===== src/rtl/prog_loader_pkg.sv =====
// Shared widths, loader FSM state codes and the busy-state decode.
// Imported by the loader top and its checksum accumulator.
package prog_loader_pkg;

    localparam int LDR_ADDR_W = 16;
    localparam int LDR_DATA_W = 8;

    localparam logic [2:0] LDR_IDLE    = 3'd0;
    localparam logic [2:0] LDR_WRITE   = 3'd1;
    localparam logic [2:0] LDR_VERIFY  = 3'd2;
    localparam logic [2:0] LDR_RELEASE = 3'd3;
    localparam logic [2:0] LDR_DONE    = 3'd4;
    localparam logic [2:0] LDR_ERROR   = 3'd5;

    function automatic logic ldr_is_busy(input logic [2:0] st);
        return (st == LDR_WRITE) || (st == LDR_VERIFY) || (st == LDR_RELEASE);
    endfunction

endpackage


===== src/rtl/ldr_checksum.sv =====
// Running modulo-2^DATA_WIDTH byte sum; o_sum already includes this cycle's add.
// Zero latency on o_sum, no backpressure; clear wins over add.
module ldr_checksum
    import prog_loader_pkg::*;
#(
    parameter int DATA_WIDTH = LDR_DATA_W
) (
    input  logic                  i_clk,
    input  logic                  i_reset,
    input  logic                  i_clear,
    input  logic                  i_add_en,
    input  logic [DATA_WIDTH-1:0] i_data,
    output logic [DATA_WIDTH-1:0] o_sum
);

    logic [DATA_WIDTH-1:0] r_sum;

    assign o_sum = i_add_en ? (r_sum + i_data) : r_sum;

    always_ff @(posedge i_clk) begin
        if (i_reset || i_clear) begin
            r_sum <= '0;
        end else begin
            r_sum <= o_sum;
        end
    end

endmodule


===== src/rtl/prog_loader.sv =====
// Streams a byte image into program memory with the core held in reset, verifies it by read-back
// checksum, then releases the core and pulses get_next; stream accepted one byte/cycle in WRITE only.
module prog_loader
    import prog_loader_pkg::*;
#(
    parameter int ADDR_WIDTH = LDR_ADDR_W,
    parameter int DATA_WIDTH = LDR_DATA_W
) (
    input  logic                  i_clk,
    input  logic                  i_reset,
    input  logic                  i_start,
    input  logic [ADDR_WIDTH-1:0] i_base_addr,
    input  logic [ADDR_WIDTH-1:0] i_length,
    input  logic                  i_s_valid,
    input  logic [DATA_WIDTH-1:0] i_s_data,
    output logic                  o_s_ready,
    output logic                  o_mem_we,
    output logic [ADDR_WIDTH-1:0] o_mem_addr,
    output logic [DATA_WIDTH-1:0] o_mem_din,
    input  logic [DATA_WIDTH-1:0] i_mem_dout,
    output logic                  o_manual_mem,
    output logic                  o_core_rst_n,
    output logic                  o_trigger,
    output logic                  o_busy,
    output logic                  o_done,
    output logic                  o_error
);

    localparam logic [ADDR_WIDTH-1:0] ONE_A = {{(ADDR_WIDTH-1){1'b0}}, 1'b1};

    logic [2:0]            r_state;
    logic [ADDR_WIDTH-1:0] r_base;
    logic [ADDR_WIDTH-1:0] r_len;
    logic [ADDR_WIDTH-1:0] r_cnt;
    logic                  r_trigger;

    logic                  w_start_acc;
    logic                  w_xfer;
    logic                  w_in_write;
    logic                  w_in_verify;
    logic                  w_verify_last;
    logic                  w_rsum_add;
    logic                  w_owned;
    logic [DATA_WIDTH-1:0] w_wsum;
    logic [DATA_WIDTH-1:0] w_rsum;

    assign w_in_write    = (r_state == LDR_WRITE);
    assign w_in_verify   = (r_state == LDR_VERIFY);
    assign w_start_acc   = i_start && ((r_state == LDR_IDLE) || (r_state == LDR_DONE) ||
                                       (r_state == LDR_ERROR));
    assign w_xfer        = w_in_write && i_s_valid;
    assign w_verify_last = w_in_verify && (r_cnt == r_len);
    // Read data lags the address by one cycle, so the first VERIFY cycle has nothing to add.
    assign w_rsum_add    = w_in_verify && (r_cnt != '0);

    ldr_checksum #(.DATA_WIDTH(DATA_WIDTH)) u_wsum (
        .i_clk    (i_clk),
        .i_reset  (i_reset),
        .i_clear  (w_start_acc),
        .i_add_en (w_xfer),
        .i_data   (i_s_data),
        .o_sum    (w_wsum)
    );

    ldr_checksum #(.DATA_WIDTH(DATA_WIDTH)) u_rsum (
        .i_clk    (i_clk),
        .i_reset  (i_reset),
        .i_clear  (w_start_acc),
        .i_add_en (w_rsum_add),
        .i_data   (i_mem_dout),
        .o_sum    (w_rsum)
    );

    always_ff @(posedge i_clk) begin
        if (i_reset) begin
            r_state   <= LDR_IDLE;
            r_base    <= '0;
            r_len     <= '0;
            r_cnt     <= '0;
            r_trigger <= 1'b0;
        end else begin
            r_trigger <= (r_state == LDR_RELEASE);
            case (r_state)
                LDR_IDLE, LDR_DONE, LDR_ERROR: begin
                    if (w_start_acc) begin
                        r_base  <= i_base_addr;
                        r_len   <= i_length;
                        r_cnt   <= '0;
                        r_state <= (i_length == '0) ? LDR_VERIFY : LDR_WRITE;
                    end
                end
                LDR_WRITE: begin
                    if (w_xfer) begin
                        if (r_cnt == (r_len - ONE_A)) begin
                            r_cnt   <= '0;
                            r_state <= LDR_VERIFY;
                        end else begin
                            r_cnt <= r_cnt + ONE_A;
                        end
                    end
                end
                LDR_VERIFY: begin
                    if (w_verify_last) begin
                        r_cnt   <= '0;
                        r_state <= (w_rsum == w_wsum) ? LDR_RELEASE : LDR_ERROR;
                    end else begin
                        r_cnt <= r_cnt + ONE_A;
                    end
                end
                LDR_RELEASE: r_state <= LDR_DONE;
                default:     r_state <= LDR_IDLE;
            endcase
        end
    end

    // A start in DONE grabs the mem port and re-holds the core in the same cycle.
    assign w_owned = !((r_state == LDR_RELEASE) || (r_state == LDR_DONE)) ||
                     ((r_state == LDR_DONE) && i_start);

    assign o_s_ready    = w_in_write;
    assign o_mem_we     = w_xfer;
    assign o_mem_addr   = (w_in_write || w_in_verify) ? (r_base + r_cnt) : '0;
    assign o_mem_din    = w_xfer ? i_s_data : '0;
    assign o_manual_mem = w_owned;
    assign o_core_rst_n = !w_owned;
    assign o_trigger    = r_trigger;
    assign o_busy       = ldr_is_busy(r_state);
    assign o_done       = (r_state == LDR_DONE);
    assign o_error      = (r_state == LDR_ERROR);

endmodule

===== config.mk =====
export PLATFORM = sky130hd
export DESIGN_NAME = prog_loader
export DESIGN_NICKNAME = d
export VERILOG_FILES = /design/src/rtl/prog_loader_pkg.sv /design/src/rtl/ldr_checksum.sv /design/src/rtl/prog_loader.sv
export SDC_FILE = /design/constraint.sdc
export NUM_CORES = 1
export LEC_CHECK = 0
export BUFFER_PORTS_ARGS = -buffer_cell sky130_fd_sc_hd__buf_2
export CAP_MARGIN = 25
export CORE_MARGIN = 1
export CORE_UTILIZATION = 52
export CTS_CLUSTER_SIZE = 40
export DETAILED_ROUTE_END_ITERATION = 10
export PLACE_DENSITY = 0.77
export SETUP_SLACK_MARGIN = 0.15
export SLEW_MARGIN = 20
export SYNTH_ARGS = -nofsm -noshare
export SYNTH_HDL_FRONTEND = slang
export SYNTH_HIERARCHICAL = 1
export SYNTH_SLANG_ARGS = --single-unit

===== constraint.sdc =====
create_clock -name i_clk -period 2.9 [get_ports i_clk]
set_input_delay 0.145 -clock i_clk [delete_from_list [all_inputs] [get_ports i_clk]]
set_output_delay 0.145 -clock i_clk [all_outputs]
set_load 0.03 [all_outputs]

==> flow_metrics.env, run 1 <==
export IMPL_grt_max_degree=33
export IMPL_yosysWarnings=6
export IMPL_core_um2=9370
export IMPL_max_slew_worst_pin_slew_ps=644
export IMPL_hold_class="input pin to flop"
export IMPL_synth_top_area_cell="dfxtp_1"
export IMPL_p_leak_nw=2.83
export IMPL_grt_pass1_wl_mm=24.6
export IMPL_synth_common_cells="98 x nand2_1, 81 x a21oi_1, 68 x dfxtp_1"
export IMPL_initial_core_util_pct=54.4
export IMPL_violations="negative setup slack"
export IMPL_gr_usage_all_layers_pct=30.7
export IMPL_dp_hpwl_mm=10.9
export IMPL_hold_violations=0
export IMPL_fin_crit_sh_pct=106
export IMPL_n_antenna_cell=0
export IMPL_die_h_um=101
export IMPL_path_class="flop to flop"
export IMPL_crit_arrival_ps=3330
export IMPL_gr_total_overflow=0
export IMPL_numCtsBuffers=9
export IMPL_worst_r2r_cell_count=12
export IMPL_slew_violations=0
export IMPL_root_buffer="clkbuf_8"
export IMPL_via_count=5414
export IMPL_min_path_cells=3
export IMPL_relSlewSlack_pct=56.7
export IMPL_cts_buffer_depth=2
export IMPL_irDropWorstVdd_mv=0.461
export IMPL_dr_pass1_iters=5
export IMPL_critPathMaxFanout=8
export IMPL_drv_cap=0
export IMPL_setup_viol=2
export IMPL_synth_cells=671
export IMPL_fin_crit_ps=3060
export IMPL_area_growth_pct=31.1
export IMPL_num_io_pins=84
export IMPL_clock_sinks=68
export IMPL_synth_async_sr_flop_share_pct=0
export IMPL_status="finished with violations"
export IMPL_crit_required_ps=3170
export IMPL_layout_setup_ws_ps=-164
export IMPL_wl_mm=15.4
export IMPL_dieWidth_um=101
export IMPL_yosysMostFrequentCell="nand2_1"
export IMPL_crit_path_start_kind="flop"
export IMPL_synth_ff_type="dfxtp_1"
export IMPL_syn_nets=758
export IMPL_yosysTopAreaCellShare_pct=26.7
export IMPL_drtIter0Drc=305
export IMPL_seq_area_frac_synth_pct=26.7
export IMPL_dpl_worst_slack_ps=-119
export IMPL_drc=0
export IMPL_tritoncts="built"
export IMPL_grt_pass1_vias=5207
export IMPL_die_area_um2=10200
export IMPL_antenna_found_initial=0
export IMPL_avgRoutedWirePerCell_um=16.7
export IMPL_synth_area_top_cells="dfxtp_1 27%, a21oi_1 7.9%, ha_1 7.9%, nand2_1 7.2%, xnor2_1 5.5%"
export IMPL_p_per_area_nw_per_um2=641
export IMPL_portBuffers=83
export IMPL_cp_end_kind="flop"
export IMPL_rows=35
export IMPL_antenna_left=0
export IMPL_cts_clk_slew_worst_paths_ps=80
export IMPL_synth_seq_cells=68
export IMPL_layout_nets=878
export IMPL_layout_drive_gt1_share_pct=31.4
export IMPL_htreeDepth=3
export IMPL_routed_via_density=5.85
export IMPL_clock_latency_ps=360
export IMPL_fmax_mhz=326
export IMPL_synth_edff_count=0
export IMPL_grt_setup_unrepaired="yes"
export IMPL_synth_cell_type_count=65
export IMPL_synthesis_area_um2=5100
export IMPL_routabilityCongestion=0.894
export IMPL_tns_ps=-200
export IMPL_fin_skew_ps=8.53
export IMPL_syn_area_per_cell_um2=7.60
area by class of cell:
class | instances | area (um^2)
multi-input cells | 535 | 3920
fillers | 718 | 2690
flip-flops and latches | 68 | 1370
repair buffers | 141 | 901
well taps | 129 | 161
clock buffers | 12 | 155
inverters | 36 | 135
clock inverters | 4 | 47.5
worst max-delay path, stage by stage (launching register included):
cell      delay (ps)
dfxtp_2          330
or4_4            540
nor4_4           280
a311oi_4         180
inv_2            220
nor3_2            70
a21oi_1          210
nand2_2           90
xor2_1           160
or4_4            540
nor2_4           100
nor4_2            50
a311oi_2         190
metal layers:
layer | vias to the layer above | global-route usage, % | part of all wire, %
li1 | 2596 | - | -
met1 | 2552 | 35.6 | 40
met2 | 205 | 53.0 | 50
met3 | 61 | 5.69 | 5.2
met4 | 0 | 18.1 | 4.3
met5 | - | 0 | 0
power breakdown:
| part | internal [mW] | switching, mW |
|---|---|---|
| clock | 0.442 | 0.385 |
| sequential | 1.05 | 0.120 |
| combinational | 0.912 | 1.38 |
| total | 2.41 | 1.88 |
through the flow:
stage / std cells / total power [mW] / area, um^2 / utilization, % / hold slack (ps)
global placement: 897 / 3.07 / 5930 / 63.3 / 387
finish: 925 / 4.29 / 6690 / 71.3 / 19.3
detailed placement: 897 / 3.14 / 5930 / 63.3 / 394
global route: 925 / 4.53 / 6690 / 71.3 / 15.0
floorplan: 671 / 2.52 / 5120 / - / 281
CTS: 922 / 4.14 / 6440 / 68.7 / 19.5
worst paths after layout:
check | slack, ps | startpoint | end
worst max register to register | -160 | r_cnt[8]$_SDFFE_PP0P_ | r_state[1]$_SDFFE_PP0P_
worst max-delay path | -160 | r_cnt[8]$_SDFFE_PP0P_ | r_state[1]$_SDFFE_PP0P_
worst min-delay path | 20 | i_base_addr[1] | r_base[1]$_SDFFE_PP0P_
worst min register to register | 460 | r_base[12]$_SDFFE_PP0P_ | r_base[12]$_SDFFE_PP0P_
flip-flops by register name, summed over array words and instances (netlist names):
| signal | cells |
|---|---|
| r_cnt | 16 |
| u_wsum/r_sum | 8 |
| r_len | 16 |
| r_state | 3 |
| u_rsum/r_sum | 8 |
| r_base | 16 |
| o_trigger | 1 |
timing repair:
| item | 4_1_cts | 5_1_grt |
|---|---|---|
| setup buffers | 9 | 3 |
| endpoints found under the setup margin | 24 | 28 |
| pin swaps | 23 | 28 |
| resized for setup | 60 | 49 |
| hold buffers | 0 | 0 |
layout by cell type, fill, tap and decap left out, drive strengths merged, types with 13 or more instances in the layout:
| cell | n |
|---|---|
| inv | 36 |
| clkbuf | 13 |
| nand3 | 16 |
| nand2 | 98 |
| nor3 | 20 |
| buf | 140 |
| nor4 | 13 |
| xor2 | 23 |
| xnor2 | 32 |
| nor2 | 38 |
| ha | 32 |
| nor2b | 19 |
| dfxtp | 68 |
| o21ai | 19 |
| a21oi | 81 |
cell families after synthesis:
family,count (synthesis),synth area share [%]
fa+ha+maj,35,9.03
compound gates,153,18.9
simple gates,277,27.7
xor+xnor,55,9.45
mux,15,3.14
flops,68,26.7
buf+inv,68,5.10
No activity file was read; power rests on OpenSTA's default activity.
==> run 2, diff against run 1 <==
ABC_CLOCK_PERIOD_IN_PS = 2750   (was not set)
clock period = 2.75 ns   (was 2.9 ns; I/O delays follow)
==> flow_metrics.env, run 2 (synthesis results as in run 1) <==
export IMPL_min_from="i_base_addr[4]"
export IMPL_num_io_pins=84
export IMPL_layout_drive_gt1_share_pct=32.9
export IMPL_final_cell_mix="98 x nand2_1, 78 x buf_4, 75 x buf_2"
export IMPL_hold_end="r_base[4]$_SDFFE_PP0P_"
export IMPL_layout_commonest_cell="nand2_1"
export IMPL_rrSetupSlack_ps=-250
export IMPL_relSlewSlack_pct=48.3
export IMPL_drv_cap=0
export IMPL_drc=0
export IMPL_layout_nets=902
export IMPL_antenna_left=0
export IMPL_gr_total_overflow=0
export IMPL_grt_pass1_vias=5444
export IMPL_finalPower_mw=4.61
export IMPL_cp_end_kind="flop"
export IMPL_p_per_area_nw_per_um2=672
export IMPL_die_area_um2=10200
export IMPL_whs_ps=11.3
export IMPL_p_leak_nw=2.97
export IMPL_grt_setup_unrepaired="yes"
export IMPL_avgRoutedWirePerCell_um=17.3
export IMPL_tritoncts="built"
export IMPL_critPathMaxFanout=5
export IMPL_cts_buffer_depth=2
export IMPL_gr_usage_all_layers_pct=31.3
export IMPL_via_count=5654
export IMPL_rows=35
export IMPL_initial_core_util_pct=54.4
export IMPL_dp_hpwl_mm=11.2
export IMPL_irDropWorstVdd_mv=0.475
export IMPL_fmax_mhz=333
export IMPL_tns_ps=-3900
export IMPL_slew_violations=0
export IMPL_holdBufCountCts=0
export IMPL_antenna_found_initial=0
export IMPL_clock_sinks=68
export IMPL_root_buffer="clkbuf_8"
export IMPL_crit_required_ps=3020
export IMPL_fillCellCount=700
export IMPL_top_regs="r_base: 16 flops, r_cnt: 16 flops, r_len: 16 flops"
export IMPL_routabilityCongestion=0.937
export IMPL_violations="negative setup slack"
export IMPL_grt_max_degree=33
export IMPL_n_antenna_cell=0
export IMPL_dpl_worst_slack_ps=-251
export IMPL_grt_pass1_wl_mm=25.1
export IMPL_rr_endpoint="r_state[1]$_SDFFE_PP0P_"
export IMPL_core_um2=9370
export IMPL_crit_arrival_ps=3280
export IMPL_dr_pass1_iters=5
export IMPL_fin_crit_sh_pct=109
export IMPL_area_growth_pct=34.6
export IMPL_htreeDepth=3
export IMPL_fin_skew_ps=12.6
export IMPL_routed_via_density=5.97
export IMPL_clock_latency_ps=360
export IMPL_status="finished with violations"
export IMPL_crit_path_start_kind="flop"
export IMPL_r2r_start="r_cnt[9]$_SDFFE_PP0P_"
export IMPL_fin_util_pct=73.2
export IMPL_hold_class="input pin to flop"
export IMPL_die_h_um=101
export IMPL_worst_r2r_cell_count=12
export IMPL_path_class="flop to flop"
export IMPL_wl_mm=16.4
export IMPL_drtIter0Drc=397
export IMPL_max_slew_worst_pin_slew_ps=776
export IMPL_portBuffers=83
export IMPL_fin_crit_ps=3000
export IMPL_setup_viol=22
export IMPL_min_path_cells=3
export IMPL_cts_clk_slew_worst_paths_ps=80
export IMPL_numCtsBuffers=9
export IMPL_hold_violations=0
export IMPL_layout_setup_ws_ps=-252
export IMPL_dieWidth_um=101
[run 2: cell types whose count changed in the layout (fill, tap and decap cells not counted), moves of 3 or more]
| cell | before | now |
|---|---|---|
| o21ai_2 | 1 | 4 |
| buf_6 | 6 | 10 |
| o21ai_1 | 9 | 6 |
| dfxtp_1 | 61 | 64 |
| buf_4 | 56 | 78 |
| dfxtp_2 | 7 | 4 |
[run 2: worst max-delay path by stage]
stage	start	end	slack, ps
finish	r_cnt[9]$_SDFFE_PP0P_	r_state[1]$_SDFFE_PP0P_	-250
global route	r_cnt[1]$_SDFFE_PP0P_	r_state[1]$_SDFFE_PP0P_	-360
CTS	r_cnt[8]$_SDFFE_PP0P_	r_state[1]$_SDFFE_PP0P_	-250
detailed placement	r_cnt[8]$_SDFFE_PP0P_	r_state[1]$_SDFFE_PP0P_	-250
global placement	r_cnt[8]$_SDFFE_PP0P_	r_state[1]$_SDFFE_PP0P_	-190
floorplan	r_cnt[8]$_SDFFE_PP0P_	r_state[1]$_SDFFE_PP0P_	-160
[run 2: repair_timing]
item	CTS	global route
cloned	0	1
pin swaps	28	23
setup buffers	7	7
endpoints found under the hold margin	0	0
resized for setup	55	28
setup endpoints to repair	29	28
[run 2: layout make-up]
| class | count | area (um^2) | share of cell area [%] |
|---|---|---|---|
| Multi-Input combinational cell | 535 | 3890 | 56.7 |
| Inverter | 36 | 135 | 1.97 |
| Sequential cell | 68 | 1370 | 19.9 |
| Clock buffer | 12 | 155 | 2.26 |
| Clock inverter | 2 | 35.0 | 0.510 |
| Tap cell | 129 | 161 | 2.35 |
| Timing Repair Buffer | 165 | 1120 | 16.3 |
[run 2: routing by layer]
| layer | GRT usage (%) | vias to the layer above | part of all wire (%) |
|---|---|---|---|
| met5 | 0 | - | 0 |
| met4 | 13.2 | 0 | 3.4 |
| met3 | 4.30 | 76 | 6.8 |
| met2 | 56.3 | 281 | 49 |
| met1 | 37.2 | 2662 | 41 |
| li1 | - | 2635 | - |
[run 2: worst max-delay path, stage by stage, from the launching register on]
cell      delay [ps]
dfxtp_1          320
or4_4            520
nor4_4           240
a311oi_4         200
inv_2            190
buf_6            130
mux2i_4          220
xnor2_1          130
nand4_1          100
or4_4            500
nor2_2           100
nor4_1            60
a311oi_2         200
[run 2: metrics by stage]
stage	cells	cell area, um^2
6_report	947	6860
5_1_grt	947	6860
4_1_cts	939	6690
3_5_place_dp	918	6160
3_3_place_gp	918	6160
2_1_floorplan	671	5220
[run 2: report_power, final]
group | switching [mW] | internal (mW)
clock | 0.400 | 0.458
sequential | 0.113 | 1.11
combinational | 1.52 | 1.02
total | 2.03 | 2.58
